==> src/rtl/ifid_hazard_stage_pkg.sv <==
// Shared constants for the IF/ID stage and its load-use hazard detector.
package ifid_hazard_stage_pkg;

  // Opcodes the hazard logic cares about
  localparam logic [5:0] OP_RTYPE = 6'h00;
  localparam logic [5:0] OP_BEQ   = 6'h04;
  localparam logic [5:0] OP_BNE   = 6'h05;
  localparam logic [5:0] OP_SW    = 6'h2B;
  localparam logic [5:0] OP_LW    = 6'h23;

  // Instruction field slices
  localparam int OP_MSB = 31;
  localparam int OP_LSB = 26;
  localparam int RS_MSB = 25;
  localparam int RS_LSB = 21;
  localparam int RT_MSB = 20;
  localparam int RT_LSB = 16;

  typedef enum logic {
    S_RUN   = 1'b0,
    S_STALL = 1'b1
  } state_t;

  // Instructions whose rt field is a source operand rather than a destination
  function automatic logic op_uses_rt(input logic [5:0] op);
    return (op == OP_RTYPE) || (op == OP_BEQ) || (op == OP_BNE) || (op == OP_SW);
  endfunction

endpackage

==> src/rtl/ifid_hazard_stage_hazard_detect.sv <==
// Combinational load-use hazard check between the instruction in decode and a
// load in EX. Kept separate so a forwarding unit can reuse it.
import ifid_hazard_stage_pkg::*;

module hazard_detect (
  input  logic       i_valid,
  input  logic [5:0] i_op,
  input  logic [4:0] i_rs,
  input  logic [4:0] i_rt,
  input  logic       i_idex_mem_read,
  input  logic [4:0] i_idex_rt,
  output logic       o_uses_rt,
  output logic       o_hazard
);

  logic w_rs_match;
  logic w_rt_match;

  // Register $0 is never a real dependency; bubbles never raise a hazard
  always_comb begin
    o_uses_rt  = op_uses_rt(i_op);
    w_rs_match = (i_idex_rt == i_rs);
    w_rt_match = o_uses_rt && (i_idex_rt == i_rt);
    o_hazard   = i_valid && i_idex_mem_read && (i_idex_rt != 5'd0) &&
                 (w_rs_match || w_rt_match);
  end

endmodule

==> src/rtl/ifid_hazard_stage.sv <==
// IF/ID pipeline register with load-use stall insertion and branch flush.
// state   | meaning
// S_RUN   | normal flow; hazard evaluated each cycle
// S_STALL | one bubble inserted; register reloads next edge, hazard ignored
import ifid_hazard_stage_pkg::*;

module ifid_hazard_stage #(
  parameter int DATA_W = 32,
  parameter int CNT_W  = 16
) (
  input  logic              Clk,
  input  logic              Rst,
  input  logic              PCSrc,
  input  logic [DATA_W-1:0] InstructionIn,
  input  logic [DATA_W-1:0] PCPlus4In,
  input  logic              IDEX_MemRead,
  input  logic [4:0]        IDEX_Rt,
  output logic [DATA_W-1:0] InstructionOut,
  output logic [DATA_W-1:0] PCPlus4Out,
  output logic              ValidOut,
  output logic              PCWrite,
  output logic              ControlZero,
  output logic [CNT_W-1:0]  StallCount,
  output logic [CNT_W-1:0]  FlushCount
);

  localparam logic [CNT_W-1:0] CNT_MAX = {CNT_W{1'b1}};

  state_t            r_state;
  state_t            w_next_state;
  logic [DATA_W-1:0] r_instr;
  logic [DATA_W-1:0] r_pc4;
  logic              r_valid;
  logic [CNT_W-1:0]  r_stall_cnt;
  logic [CNT_W-1:0]  r_flush_cnt;

  logic w_hazard;
  logic w_uses_rt;
  logic w_stall;
  logic w_load;
  logic w_flush;

  hazard_detect u_hazard_detect (
    .i_valid         (r_valid),
    .i_op            (r_instr[OP_MSB:OP_LSB]),
    .i_rs            (r_instr[RS_MSB:RS_LSB]),
    .i_rt            (r_instr[RT_MSB:RT_LSB]),
    .i_idex_mem_read (IDEX_MemRead),
    .i_idex_rt       (IDEX_Rt),
    .o_uses_rt       (w_uses_rt),
    .o_hazard        (w_hazard)
  );

  // Next-state and register-update selection; flush beats stall, reset beats both
  always_comb begin
    w_next_state = S_RUN;
    w_load       = 1'b0;
    w_flush      = 1'b0;
    w_stall      = 1'b0;
    if (Rst) begin
      unique case (r_state)
        S_RUN: begin
          if (PCSrc) begin
            w_flush = 1'b1;
          end else if (w_hazard) begin
            w_stall      = 1'b1;
            w_next_state = S_STALL;
          end else begin
            w_load = 1'b1;
          end
        end
        S_STALL: begin
          if (PCSrc) w_flush = 1'b1;
          else       w_load  = 1'b1;
        end
        default: w_next_state = S_RUN;
      endcase
    end
  end

  // State register
  always_ff @(posedge Clk) begin
    if (!Rst) r_state <= S_RUN;
    else      r_state <= w_next_state;
  end

  // Pipeline register: load, hold on stall, zero on flush
  always_ff @(posedge Clk) begin
    if (!Rst || w_flush) begin
      r_instr <= '0;
      r_pc4   <= '0;
      r_valid <= 1'b0;
    end else if (w_load) begin
      r_instr <= InstructionIn;
      r_pc4   <= PCPlus4In;
      r_valid <= 1'b1;
    end
  end

  // Saturating event counters
  always_ff @(posedge Clk) begin
    if (!Rst) begin
      r_stall_cnt <= '0;
      r_flush_cnt <= '0;
    end else begin
      if (w_stall && (r_stall_cnt != CNT_MAX)) r_stall_cnt <= r_stall_cnt + 1'b1;
      if (w_flush && (r_flush_cnt != CNT_MAX)) r_flush_cnt <= r_flush_cnt + 1'b1;
    end
  end

  assign InstructionOut = r_instr;
  assign PCPlus4Out     = r_pc4;
  assign ValidOut       = r_valid;
  assign PCWrite        = !w_stall;
  assign ControlZero    = w_stall;
  assign StallCount     = r_stall_cnt;
  assign FlushCount     = r_flush_cnt;

endmodule

==> config.mk <==
export PLATFORM = sky130hd
export DESIGN_NAME = ifid_hazard_stage
export DESIGN_NICKNAME = d
export VERILOG_FILES = /design/src/rtl/ifid_hazard_stage_pkg.sv /design/src/rtl/ifid_hazard_stage_hazard_detect.sv /design/src/rtl/ifid_hazard_stage.sv
export SDC_FILE = /design/constraint.sdc
export NUM_CORES = 1
export LEC_CHECK = 0
export ABC_AREA = 1
export CORE_MARGIN = 5
export CORE_UTILIZATION = 40
export CTS_BUF_LIST = sky130_fd_sc_hd__clkbuf_4
export CTS_CLUSTER_SIZE = 40
export DETAILED_ROUTE_END_ITERATION = 10
export PLACE_DENSITY = 0.78
export SYNTH_ARGS = -nofsm -noshare
export SYNTH_HDL_FRONTEND = slang
export SYNTH_SLANG_ARGS = --single-unit
export TNS_END_PERCENT = 50
==> constraint.sdc <==
create_clock -name Clk -period 1.6 [get_ports Clk]
set_clock_uncertainty 0.05 [all_clocks]
set_input_delay 0.32 -clock Clk [delete_from_list [all_inputs] [get_ports Clk]]
set_output_delay 0.32 -clock Clk [all_outputs]
set_load 0.01 [all_outputs]
# Word-level counts from Yosys, hierarchy flattened
# Cells that the tools add are included.
# classes
shift	0
n_mul	0
eq_ne	7
n_lt_le_gt_ge	0
n_mux	11
bitwise	1
n_reduce_logical	15
div	0
addsub	2
# op_table
op	count
adder 16 x 1 -> 16 bit, second input constant	2
!= test 16 bit, second input constant	2
== test 6 x 3 -> 1 bit, second input constant	2
== test 5 bit	2
two-way mux 1 bit	10
== test 6 bit, second input constant	1
logical AND 1 bit	6
zero test 6 bit	1
logical OR 1 bit	5
nonzero test 5 bit	1
zero test 1 bit	2
one-hot mux 1 bit (2 select lines)	1
inverter 1 bit	1
# word_totals
mem_bits_rw	0
mem_count	0
input_bits	73
wordCells	42
latch_bits	0
ff_bits	98
mem_bits_ro	0
output_inout_bits	99

# Depth between registers and ports, before layout
# depth
depth_word	12
mapped_depth	13
ltp_nobuf	12

# Modules after synthesis
# Synthesis repeated with hierarchy kept, for this count alone.
# unflattened
hier_cells	506
area_unflattened_um2	4129.0
# modules_own_cells
module	cells_per_inst	seq_area_each_um2	area_per_inst_um2	n_inst
ifid_hazard_stage	447	1961.9	3847.4	1
hazard_detect	59	0.0	281.5	1

# Worst setup path after synthesis
# Ideal clock, no wire load.
# synth_timing
path_type	reg2reg
startpoint	register r_flush_cnt[1], in the netlist FlushCount[1]
endpoint	register r_flush_cnt[3], in the netlist FlushCount[3]
setup_time_ps	126
synth_period_minus_slack_ps	1689
path_buffers	1
slack_ps	-89
required_ps	1424
stages_incl_launch_ff	12
arrival_ps	1513
path_cell_list	dfxtp_1 > ha_1 > nand2_1 > inv_1 > nand2_1 > nor2_1 > nand3_1 > nand2_1 > clkbuf_1 > nor2_1 > o21ai_0 > a21oi_1
# synth_between
elab_chain_len	2
elab_cells_between_ends	3
classes_between	add/sub: 1; eq/ne: 1; reduce/logical: 1
# synth_lines
item	line_no	rtl
start, declared	ifid_hazard_stage.sv:35	logic [CNT_W-1:0] r_flush_cnt;
start signal, assigned	ifid_hazard_stage.sv:107	if (w_flush && (r_flush_cnt != CNT_MAX)) r_flush_cnt <= r_flush_cnt + 1'b1;
parallel branches: the longest is 2 deep, another holds adder 16 x 1 -> 16 bit	-	
# Several ways; the timed one is not identified.
# A chain may end at the register's enable or synchronous reset.

# Final worst setup path
# layout_timing
startpoint	register r_instr[19], in the netlist InstructionOut[19]
endpoint	output port ControlZero
# layout_between
elab_chain_len	8
# layout_lines
item	line_no	rtl
start, declared	ifid_hazard_stage.sv:31	logic [DATA_W-1:0] r_instr;
start signal, assigned	ifid_hazard_stage.sv:94	r_instr <= InstructionIn;
== test 5 bit	ifid_hazard_stage_hazard_detect.sv:23	w_rt_match = o_uses_rt && (i_idex_rt == i_rt);
logical AND 1 bit	ifid_hazard_stage_hazard_detect.sv:23	
logical OR 1 bit	ifid_hazard_stage_hazard_detect.sv:25	(w_rs_match || w_rt_match);
logical AND 1 bit	ifid_hazard_stage_hazard_detect.sv:24	o_hazard = i_valid && i_idex_mem_read && (i_idex_rt != 5'd0) &&
two-way mux 1 bit	ifid_hazard_stage.sv:65	end else if (w_hazard) begin
two-way mux 1 bit (3 in a row)	-	
end, declared	ifid_hazard_stage.sv:22	output logic ControlZero,
# Every way passes these cells.

==> flow_metrics.py <==
metrics = {
    "grt": {
        "grt_max_degree": 61,
        "grt_usage": 0.261,
        "grt_antenna_before_repair": 0,
        "grt_pass1_wl_um": 26700,
        "grt_pass1_vias": 5379,
        "grt-ovfl-total": 0,
    },
    "setup_path": {
        "crit_path_start_kind": "register",
        "reg2reg_depth": 14,
        "rrSetupSlack_ns": -0.59,
        "slowest_stage": "dfxtp_4",
        "r2r_start": "InstructionOut[19]",
        "timing.rr.end": "InstructionOut[11]",
        "critPathCaptureType": "output pin",
        "timing.critical_path.buf_inv": 3,
        "max_stage_delay_ns": 0.40,
        "arrival_ns": 1.84,
        "critPathTopFamily": "simple AND/OR/NAND/NOR gates",
        "critPathMaxFanout": 3,
        "path_cells": "nor2_1 > nor2_1 > nor2_1 > nand2_1 > o21ai_4 > nand3_2 > buf_6 > inv_4 > buf_6",
        "critical_path_required_ns": 1.23,
        "critPathMostFrequentCell": "nor2_1",
        "worstSetupPathType": "reg -> out",
    },
    "floorplan": {
        "coreArea_mm2": 0.0102,
        "die_h_um": 112,
        "rows": 37,
        "die_w_um": 112,
        "start_util": 0.407,
        "dieArea_mm2": 0.0126,
        "ios": 172,
    },
    "clocking": {
        "cts_made_buffers": 9,
        "h-tree-depth": 3,
        "cts_tree": "done",
        "clock-sinks": 98,
        "clk_path_buf_depth": 2,
        "clk_pin_slew_ns": 0.16,
        "worstSkewPairLatency_ns": 0.46,
        "ctsHoldBuffers": 0,
        "cts_root_buf": "clkbuf_4",
    },
    "power": {
        "p_int_w": 0.00340,
        "seqPwrFrac": 0.547,
        "combPwrFrac": 0.164,
        "power_density_mw_per_mm2": 617,
        "p_clk_frac": 0.289,
        "switching_share": 0.282,
        "leakage_nw": 3.56,
        "net-switching-power_w": 0.00134,
        "vdd_drop_max_mv": 0.377,
    },
    "placement": {
        "hpwl_um": 10100,
        "pre_cts_slack_ns": -0.948,
        "place.gp.congestion": 0.878,
        "placedCellCount": 939,
        "port_buffers": 171,
        "post_dp_cell_area_mm2": 0.00647,
    },
    "finish": {
        "nets": 920,
        "layout.cells.non_filler": 986,
        "stdcell_area_mm2": 0.00768,
        "drive_gt1_frac": 0.359,
        "area_growth_pct": 84.4,
        "utilization": 0.751,
        "diodes": 0,
    },
    "worst_hold_path": {
        "worstHoldStart": "InstructionIn[16]",
        "hold_depth": 3,
        "min_path_type": "in -> reg",
        "hold_end": "InstructionOut[16]",
    },
    "route": {
        "vias": 5137,
        "wl_per_cell_um": 17.5,
        "drtPass1Iterations": 5,
        "via_per_inst": 5.21,
        "drc_errors": 0,
        "drtAntennaViolNets": 0,
        "drtIter0Drc": 419,
        "wl_um": 17200,
    },
    "logic_synthesis": {
        "synth_ff_type": "dfxtp_1",
        "synthTopCellsByCount": "161 x nor2_1, 98 x dfxtp_1, 95 x nand2_1, 44 x o21ai_0, 43 x inv_1",
        "yosysTopAreaCellShare": 0.471,
        "ys_seq_elements": 98,
        "syn_avg_cell_area_um2": 7.08,
        "yosysWarnings": 0,
        "synth_area_leaders": "dfxtp_1 47%, nor2_1 15%, nand2_1 8.6%, o21ai_0 5.3%, a21oi_1 4.0%",
        "synth_edf_count": 0,
        "synth.distinct_cells": 32,
        "seq_area_frac_synth": 0.471,
        "yosysTopAreaCell": "dfxtp_1",
        "yosysMostFrequentCell": "nor2_1",
        "synth_cells": 589,
        "syn-num-nets": 664,
        "async_flop_share": 0,
        "syn_area_mm2": 0.00417,
    },
    "sta": {
        "fin_crit_sh": 1.38,
        "hold_viol": 0,
        "fmax_mhz": 452,
        "worst_slack_ns": -0.613,
        "worst_pin_slew_ns": 0.943,
        "post-route-min-period_ns": 2.21,
        "setup-violations-final": 87,
        "setup_tns_ns": -38.01,
        "relSlewSlack": 0.371,
        "grt_setup_unrepaired": "true",
        "report.final.slew_viol_count": 0,
    },
    "status": {
        "outcome": "finished with violations",
        "violations": "negative setup slack",
    },
    "job": {
        "maxCapViolations": 0,
    },
}
[registers in the layout (all words and copies together) (netlist names)]
| signal | flops |
|---|---|
| FlushCount | 16 |
| InstructionOut | 32 |
| PCPlus4Out | 32 |
| StallCount | 16 |
| ValidOut | 1 |
| r_state | 1 |
[how the worst max path moves through the flow]
stage	startpoint	endpoint	cells past startpoint
after global placement	IDEX_Rt[0]	ControlZero	10
after global routing	InstructionOut[19]	ControlZero	9
after detailed placement	IDEX_Rt[0]	ControlZero	10
final	InstructionOut[19]	ControlZero	9
after CTS	InstructionOut[19]	ControlZero	10
after floorplan	InstructionOut[26]	StallCount[6]	12
[layout by cell type (no fill, tap or decap), types with 3 or more instances in the layout]
master / Yosys / layout
a21oi_1: 33 / 21
a21oi_2: 0 / 11
buf_12: 0 / 12
buf_16: 0 / 9
buf_4: 3 / 60
buf_6: 2 / 9
buf_8: 0 / 4
clkbuf_2: 0 / 12
clkbuf_4: 0 / 9
clkdlybuf4s15_1: 0 / 19
clkdlybuf4s50_1: 0 / 67
clkinv_2: 0 / 3
dfxtp_1: 98 / 40
dfxtp_2: 0 / 52
dfxtp_4: 0 / 6
dlygate4sd2_1: 0 / 69
inv_1: 43 / 39
inv_2: 3 / 6
nand2_1: 95 / 82
nand2_2: 0 / 7
nand2_4: 0 / 7
nand2_8: 1 / 3
nand3_1: 28 / 19
nand3_2: 1 / 9
nand4_1: 5 / 5
nor2_1: 161 / 129
nor2_2: 2 / 14
nor2_4: 1 / 21
nor3_1: 5 / 3
o21ai_0: 44 / 25
o21ai_1: 23 / 8
o21ai_2: 1 / 34
xnor2_1: 3 / 3
xor2_1: 5 / 5
[through the flow]
step	power [W]	hold slack [ns]
3_5_place_dp	0.00332	0.407
2_1_floorplan	0.00286	0.405
3_3_place_gp	0.00330	0.404
4_1_cts	0.00468	0.343
6_report	0.00474	0.360
5_1_grt	0.00491	0.348
[worst register-to-register path, cell delays in order, from the launching register on]
cell and delay [ns]:
dfxtp_4 0.40, nor2_1 0.13, nor2_1 0.08, nor2_1 0.12
nand2_1 0.10, o21ai_4 0.16, buf_4 0.15, nand2_4 0.04
nor2_4 0.17, buf_8 0.17, inv_12 0.06, buf_12 0.13
buf_16 0.14, nor2_1 0.13, nor2_1 0.08
[cell type report]
class	instances	area, um2
inverter	48	198
clock buffer	9	67.6
fill	704	2550
clock inverter	7	68.8
tap	136	170
multi-input combinational	423	2450
sequential	98	2050
timing repair buffer	264	2670
timing repair inverter	1	16.3
[per-layer routing]
metal	GRT usage	vias up	wire length, um
li1	-	2402	-
met1	0.291	2430	6610
met2	0.480	254	8780
met3	0.0518	51	1250
met4	0.115	0	596
met5	0	-	0
[power groups by stage]
| stage | Sequential, W | Clock (W) | Combinational [W] |
|---|---|---|---|
| floorplan | 0.00267 | 0 | 0.000195 |
| global placement | 0.00262 | 0 | 0.000677 |
| detailed placement | 0.00263 | 0 | 0.000693 |
| global route | 0.00260 | 0.00148 | 0.000830 |
| finish | 0.00259 | 0.00137 | 0.000777 |
| CTS | 0.00259 | 0.00135 | 0.000739 |
[cells by family (layout without fill, tap and decap cells)]
group,after synthesis,after routing,share of synthesized area
AOI/OAI and AO/OA,105,105,0.129
xor gates and xnor gates,8,8,0.0168
adders and majority gates,2,2,0.00600
DFF,98,98,0.471
and+or+nand+nor,305,308,0.303
buffers and inverters,71,329,0.0741
[what timing repair did]
action                                  in CTS  in global routing
gates cloned                                14                  0
pin swaps                                   49                 21
resized for setup                          349                 57
setup buffers                               18                  3
endpoints found under the setup margin     185                120
Power figures use the tool's default switching activity.
